`src/rtl/conv3x3_stream.sv`:
```
// Streaming 3x3 convolver: builds a window from vertical column-strip slices and
// applies a loadable signed kernel through a 2-stage MAC with shift and saturation.
module conv3x3_stream #(
   parameter int PIX_WIDTH    = 8,
   parameter int COEF_WIDTH   = 8,
   parameter int IMAGE_WIDTH  = 10,
   parameter int IMAGE_HEIGHT = 10,
   parameter int SHIFT        = 0
) (
   input  logic                  clk,
   input  logic                  reset,
   input  logic                  i_coef_load,
   input  logic [COEF_WIDTH-1:0] i_coef,
   input  logic                  i_valid,
   input  logic [PIX_WIDTH-1:0]  i_px0,
   input  logic [PIX_WIDTH-1:0]  i_px1,
   input  logic [PIX_WIDTH-1:0]  i_px2,
   output logic                  o_kernel_ready,
   output logic                  o_valid,
   output logic [PIX_WIDTH-1:0]  o_pixel,
   output logic                  o_strip_done,
   output logic                  o_frame_done
);

   localparam int unsigned PW  = PIX_WIDTH + COEF_WIDTH + 1;
   localparam int unsigned SW  = PW + 4;
   localparam int unsigned SCW = $clog2(IMAGE_HEIGHT);
   localparam int unsigned STW = $clog2(IMAGE_WIDTH);
   localparam logic signed [SW-1:0] MAXV = SW'((1 << PIX_WIDTH) - 1);

   typedef enum logic {LOAD_KERNEL, RUN} state_t;

   state_t                       r_state;
   logic signed [COEF_WIDTH-1:0] r_coef [9];
   logic [3:0]                   r_idx;
   logic [3*PIX_WIDTH-1:0]       r_win_top;
   logic [3*PIX_WIDTH-1:0]       r_win_mid;
   logic [SCW-1:0]               r_slice_cnt;
   logic [STW-1:0]               r_strip_cnt;
   logic signed [PW-1:0]         r_prod [9];
   logic                         r_s1_valid;
   logic                         r_s1_strip_last;
   logic                         r_s1_frame_last;

   logic [3*PIX_WIDTH-1:0]       w_slice;
   logic [PIX_WIDTH-1:0]         w_win [9];
   logic signed [PW-1:0]         w_prod [9];
   logic signed [SW-1:0]         w_sum;
   logic signed [SW-1:0]         w_shift;
   logic [PIX_WIDTH-1:0]         w_pix;
   logic                         w_accept;
   logic                         w_launch;
   logic                         w_strip_last;
   logic                         w_frame_last;
   logic [3:0]                   w_widx;

   assign w_slice        = {i_px0, i_px1, i_px2};
   assign o_kernel_ready = (r_state == RUN);
   assign w_accept       = (r_state == RUN) && i_valid && !i_coef_load;
   assign w_launch       = w_accept && (r_slice_cnt >= SCW'(2));
   assign w_strip_last   = (r_slice_cnt == SCW'(IMAGE_HEIGHT - 1));
   assign w_frame_last   = w_strip_last && (r_strip_cnt == STW'(IMAGE_WIDTH - 3));
   // A load beat while running is the first coefficient of a fresh kernel.
   assign w_widx         = (r_state == RUN) ? 4'd0 : r_idx;

   // Window rows: top/mid are the two previous slices, bottom is the incoming one.
   for (genvar c = 0; c < 3; c++) begin : g_col
      assign w_win[c]     = r_win_top[(2-c)*PIX_WIDTH +: PIX_WIDTH];
      assign w_win[3 + c] = r_win_mid[(2-c)*PIX_WIDTH +: PIX_WIDTH];
      assign w_win[6 + c] = w_slice[(2-c)*PIX_WIDTH +: PIX_WIDTH];
   end

   for (genvar i = 0; i < 9; i++) begin : g_mac
      assign w_prod[i] = $signed(PW'({1'b0, w_win[i]})) * PW'(r_coef[i]);
   end

   always_comb begin
      w_sum = SW'(r_prod[0]) + SW'(r_prod[1]) + SW'(r_prod[2])
            + SW'(r_prod[3]) + SW'(r_prod[4]) + SW'(r_prod[5])
            + SW'(r_prod[6]) + SW'(r_prod[7]) + SW'(r_prod[8]);
      w_shift = w_sum >>> SHIFT;
      w_pix   = w_shift[PIX_WIDTH-1:0];
      if (w_shift[SW-1]) begin
         w_pix = '0;
      end else if (w_shift > MAXV) begin
         w_pix = '1;
      end
   end

   always_ff @(posedge clk) begin
      if (reset) begin
         r_state         <= LOAD_KERNEL;
         r_coef          <= '{default: '0};
         r_idx           <= '0;
         r_win_top       <= '0;
         r_win_mid       <= '0;
         r_slice_cnt     <= '0;
         r_strip_cnt     <= '0;
         r_prod          <= '{default: '0};
         r_s1_valid      <= 1'b0;
         r_s1_strip_last <= 1'b0;
         r_s1_frame_last <= 1'b0;
         o_valid         <= 1'b0;
         o_pixel         <= '0;
         o_strip_done    <= 1'b0;
         o_frame_done    <= 1'b0;
      end else begin
         r_s1_valid      <= w_launch;
         r_s1_strip_last <= w_launch && w_strip_last;
         r_s1_frame_last <= w_launch && w_frame_last;
         if (w_launch) begin
            r_prod <= w_prod;
         end
         o_valid      <= r_s1_valid;
         o_strip_done <= r_s1_valid && r_s1_strip_last;
         o_frame_done <= r_s1_valid && r_s1_frame_last;
         if (r_s1_valid) begin
            o_pixel <= w_pix;
         end

         if (i_coef_load) begin
            r_coef[w_widx] <= i_coef;
            r_slice_cnt    <= '0;
            r_strip_cnt    <= '0;
            if (r_state == RUN) begin
               r_state <= LOAD_KERNEL;
               r_idx   <= 4'd1;
            end else if (r_idx == 4'd8) begin
               r_state <= RUN;
               r_idx   <= '0;
            end else begin
               r_idx <= r_idx + 4'd1;
            end
         end else if (w_accept) begin
            r_win_top <= r_win_mid;
            r_win_mid <= w_slice;
            if (w_strip_last) begin
               r_slice_cnt <= '0;
               r_strip_cnt <= w_frame_last ? '0 : r_strip_cnt + STW'(1);
            end else begin
               r_slice_cnt <= r_slice_cnt + SCW'(1);
            end
         end
      end
   end

endmodule

```
`config.mk`:
```
export PLATFORM = sky130hd
export DESIGN_NAME = conv3x3_stream
export DESIGN_NICKNAME = d
export VERILOG_FILES = /design/src/rtl/conv3x3_stream.sv
export SDC_FILE = /design/constraint.sdc
export NUM_CORES = 2
export LEC_CHECK = 0
export CAP_MARGIN = 5
export CORE_MARGIN = 1
export CORE_UTILIZATION = 40
export CTS_CLUSTER_SIZE = 28
export DETAILED_ROUTE_END_ITERATION = 10
export GPL_TIMING_DRIVEN = 1
export PLACE_DENSITY = 0.6
export SETUP_SLACK_MARGIN = 0.05
export SLEW_MARGIN = 20
export SYNTH_ARGS = -nofsm -noshare
export SYNTH_HDL_FRONTEND = slang
export SYNTH_SLANG_ARGS = --single-unit
```
`constraint.sdc`:
```
create_clock -name clk -period 8.3 [get_ports clk]
set_input_delay 0.83 -clock clk [delete_from_list [all_inputs] [get_ports clk]]
set_output_delay 0.83 -clock clk [all_outputs]
set_load 0.02 [all_outputs]
```
==> results_tabular.tex <==
\begin{tabular}{lr}
\hline
Metric & Value \\
\hline
\multicolumn{2}{l}{\textbf{Run status}} \\
\quad Run status & completed \\
\multicolumn{2}{l}{\textbf{Layout}} \\
\quad Final Non-Filler Cells & 5043 \\
\quad Most frequent standard cell in the layout excluding fill and tap cells & inv\_1 \\
\quad Area of the multi-input gates & 24900 µm² \\
\quad Share of cells above drive strength 1 & 0.0261 \\
\quad Layout area overhead & 8.08\% \\
\quad Sequential cell area in the final layout & 6010 µm² \\
\quad Ant diodes & 0 \\
\quad Utilization after layout & 0.438 \\
\quad Most used cells in the layout excluding fill and tap cells & 668 x inv\_1, 558 x nand2\_1, 455 x fa\_1, 411 x ha\_1, 300 x dfxtp\_1 \\
\quad Final Net Count & 4785 \\
\quad Final-layout fill cell count & 8463 \\
\multicolumn{2}{l}{\textbf{Logic synthesis}} \\
\quad Synthesized area per cell & 8.62 µm² \\
\quad Fraction of the yosys area taken by sequential cells & 0.177 \\
\quad EDFF count, synth & 0 \\
\quad Flip-flop and latch count after synthesis & 300 \\
\quad Distinct cells, synth & 58 \\
\quad Warning count from the yosys run & 0 \\
\quad Most used flip-flop cell after synthesis & dfxtp\_1 \\
\quad Cell count after synthesis & 3941 \\
\quad Post-Syn Area & 34000 µm² \\
\quad Async S/R FF share, synth & 0 \\
\quad Nets in the synthesized netlist & 4843 \\
\multicolumn{2}{l}{\textbf{Worst setup path}} \\
\quad Startpoint of the most critical register-to-register path & r\_prod[121] \\
\quad Buffer and inverter count on the worst path & 3 \\
\quad Worst reg2reg endpoint & o\_pixel[7] \\
\quad Crit. path cell count & 17 \\
\quad Setup CP Type & register to register \\
\quad Capturing instance or port of the critical path & o\_pixel[7] \\
\quad CP delay by family, top & adder cells \\
\quad Worst setup EP type & register \\
\quad Depth of the worst register-to-register path & 17 \\
\quad Worst setup path startpoint & r\_prod[121] \\
\quad Slack of the worst reg-to-reg path & 2850 ps \\
\quad Series of cell instances along the critical path & fa\_1 > fa\_1 > fa\_1 > inv\_1 > fa\_1 > inv\_1 > ha\_1 > inv\_1 > fa\_1 > nor2b\_1 > o31a\_1 > o21ai\_2 > o21ai\_0 > a311oi\_1 > xnor2\_1 > mux2i\_1 > a311oi\_1 \\
\quad Top fanout value on the critical path & 6 \\
\quad Kind of start point of the critical path & register \\
\quad Longest individual stage delay on the worst path & 630 ps \\
\quad Required time reported for the critical path endpoint & 8750 ps \\
\quad Cell seen most often among critical-path stages & fa\_1 \\
\quad Worst EP arrival & 5910 ps \\
\quad Critical Path Slowest Stage Cell & xnor2\_1 \\
\multicolumn{2}{l}{\textbf{Clocking}} \\
\quad Sinks on Clock Net & 300 \\
\quad Clock buffers created by TritonCTS & 38 \\
\quad TritonCTS clock tree & built \\
\quad Clock transition at the registers of the reported paths & 70 ps \\
\quad Number of buffers on the longest clock path & 3 \\
\quad Number of setup buffers added after CTS & 0 \\
\quad Root buf cell & clkbuf\_16 \\
\quad H-tree levels & 2 \\
\quad Cts-stage hold buffer count & 0 \\
\quad Worst-skew pair later-pin latency & 570 ps \\
\quad Resized Gates After CTS & 0 \\
\multicolumn{2}{l}{\textbf{STA}} \\
\quad Period Utilization, post-route & 0.657 \\
\quad Final-report max-slew violation count & 0 \\
\quad Shortest clock period the worst path allows after layout & 5450 ps \\
\quad Final hold violation count & 0 \\
\quad Relative max-transition margin & 0.247 \\
\quad Clock skew after layout & 30.0 ps \\
\quad Unrepaired setup endpoints after global routing & false \\
\quad Setup Viol. Count Final & 0 \\
\quad Transition at the pin with the smallest max-transition slack & 1120 ps \\
\quad Maximum clock frequency & 0.183 GHz \\
\quad Sum Neg Setup Slack & 0 ps \\
\multicolumn{2}{l}{\textbf{Power and ir drop}} \\
\quad Standby leakage power & 17.5 nW \\
\quad Power per Cell Area & 92.4 nW/µm² \\
\quad Tot Pwr & 3.39 mW \\
\quad Maximum vdd drop & 112 µV \\
\multicolumn{2}{l}{\textbf{Placement}} \\
\quad Routability congestion estimate & 0.872 \\
\quad Placed wire-length estimate & 68.7 mm \\
\quad Total of buffers placed on input and output ports & 47 \\
\quad \# placed instances & 4977 \\
\multicolumn{2}{l}{\textbf{Route}} \\
\quad Total DRC errors in the routed layout & 0 \\
\quad Iteration count of the initial detailed-routing pass & 5 \\
\quad Number of vias after detailed routing & 25.6k \\
\quad DR vias/cell & 5.07 \\
\quad Total detailed-routing wirelength & 88.3 mm \\
\quad Number of nets still failing antenna checks after routing & 0 \\
\quad Average routed wire per standard cell & 17.5 µm \\
\quad DRT iter0 DRCs & 1696 \\
\multicolumn{2}{l}{\textbf{GRT}} \\
\quad Global-route wire length before repair & 143 mm \\
\quad Aggregate global routing overflow & 0 \\
\quad Largest net degree at the start of global routing & 141 \\
\quad Overall global routing resource usage & 0.213 \\
\quad Number of global-route vias before repair & 25.8k \\
\quad Antenna violations before repair & 1 \\
\multicolumn{2}{l}{\textbf{Floorplan}} \\
\quad Top-level port count & 48 \\
\quad Die span in y & 293 µm \\
\quad Placeable Area & 83800 µm² \\
\quad Row count & 106 \\
\quad Initial Util & 0.405 \\
\quad DIE AREA & 86100 µm² \\
\quad Width of the chip & 293 µm \\
\multicolumn{2}{l}{\textbf{Hold path}} \\
\quad Cell count of the worst hold path & 2 \\
\quad Class of the tightest hold or removal check & register to register \\
\multicolumn{2}{l}{\textbf{Job}} \\
\quad Max cap viols & 0 \\
\hline
\end{tabular}
-- cell families after synthesis --
group / synth area share
AND/OR/NAND/NOR: 0.186
adder cells (fa/ha/maj): 0.420
buffers and inverters: 0.0920
AO/OA/AOI/OAI: 0.0837
flip-flops: 0.177
multiplexers: 0.0233
XOR/XNOR: 0.0191
-- synthesized netlist by cell type, types with 6 or more instances --
cell type	n	area [µm²]
a211oi_1	27	203
a21boi_0	17	128
a21o_1	16	120
a21oi_1	249	1250
a311oi_1	13	114
a31oi_1	6	37.5
and2_1	285	1780
and3_1	25	156
buf_1	9	33.8
buf_2	6	30.0
clkbuf_1	147	552
dfxtp_1	300	6010
fa_1	455	9110
ha_1	411	5140
inv_1	668	2510
mux2i_1	79	791
nand2_1	559	2100
nand2b_1	56	350
nand3_1	52	260
nand3b_1	13	97.6
nand4_1	6	37.5
nor2_1	173	649
nor2b_1	27	169
nor3_1	51	255
nor4_1	12	75.1
o211ai_1	12	90.1
o21a_1	8	60.1
o21ai_0	76	380
o21bai_1	10	75.1
o31ai_1	8	60.1
or3_1	41	257
xnor2_1	48	420
xor2_1	26	228
-- flip-flops by register name, summed over array words and instances (netlist names) --
name and flops:
r_strip_cnt 4, r_win_top 24, r_coef 72, o_valid 1
r_win_mid 24, o_frame_done 1, r_prod 153, o_kernel_ready 1
r_s1_frame_last 1, r_s1_valid 1, r_s1_strip_last 1, o_pixel 8
r_slice_cnt 4, o_strip_done 1, r_idx 4
-- per-layer routing --
metal,global-route usage,share of wire,vias up
met1,0.304,0.48,12600
met4,0.0578,0.026,0
met2,0.340,0.45,488
met5,0,0,-
met3,0.0238,0.051,100
li1,-,-,12300
-- worst min-delay path by stage --
stage,start,end,slack (ps)
floorplan,r_prod[25],r_prod[25],430
global placement,r_prod[8],r_prod[8],440
detailed placement,r_prod[45],r_prod[45],440
CTS,r_prod[45],r_prod[45],450
global route,r_prod[37],r_prod[37],470
finish,r_prod[41],r_prod[41],450
-- worst register-to-register path, delay by kind of cell, from the launching register on --
family | cells | cell delay [ps]
adder cells (fa/ha/maj) | 6 | 2540
AO/OA/AOI/OAI | 5 | 1120
XOR/XNOR | 1 | 630
flip-flops | 1 | 470
AND/OR/NAND/NOR | 1 | 220
buffers and inverters | 3 | 180
multiplexers | 1 | 170
-- power by group --
part / switching, mW / internal [mW]
sequential: 0.0195 / 1.45
clock: 0.712 / 1.05
combinational: 0.110 / 0.0553
-- cell type report --
cell class              count  area share
multi-input cells        2811       0.677
clock inverters            21     0.00733
inverters                 668      0.0683
clock buffers              45      0.0280
well taps                1134      0.0387
repair buffers             64      0.0170
flip-flops and latches    300       0.164
-- stage by stage --
step / hold slack [ps] / area, µm² / worst slack [ps]
after floorplan: 432 / 34000 / 3360
after global placement: 441 / 35400 / 2620
after detailed placement: 444 / 35400 / 2570
after CTS: 453 / 36700 / 2880
after global routing: 468 / 36700 / 2480
final: 452 / 36700 / 2850
Note: power is estimated with default switching activity, not from simulation.
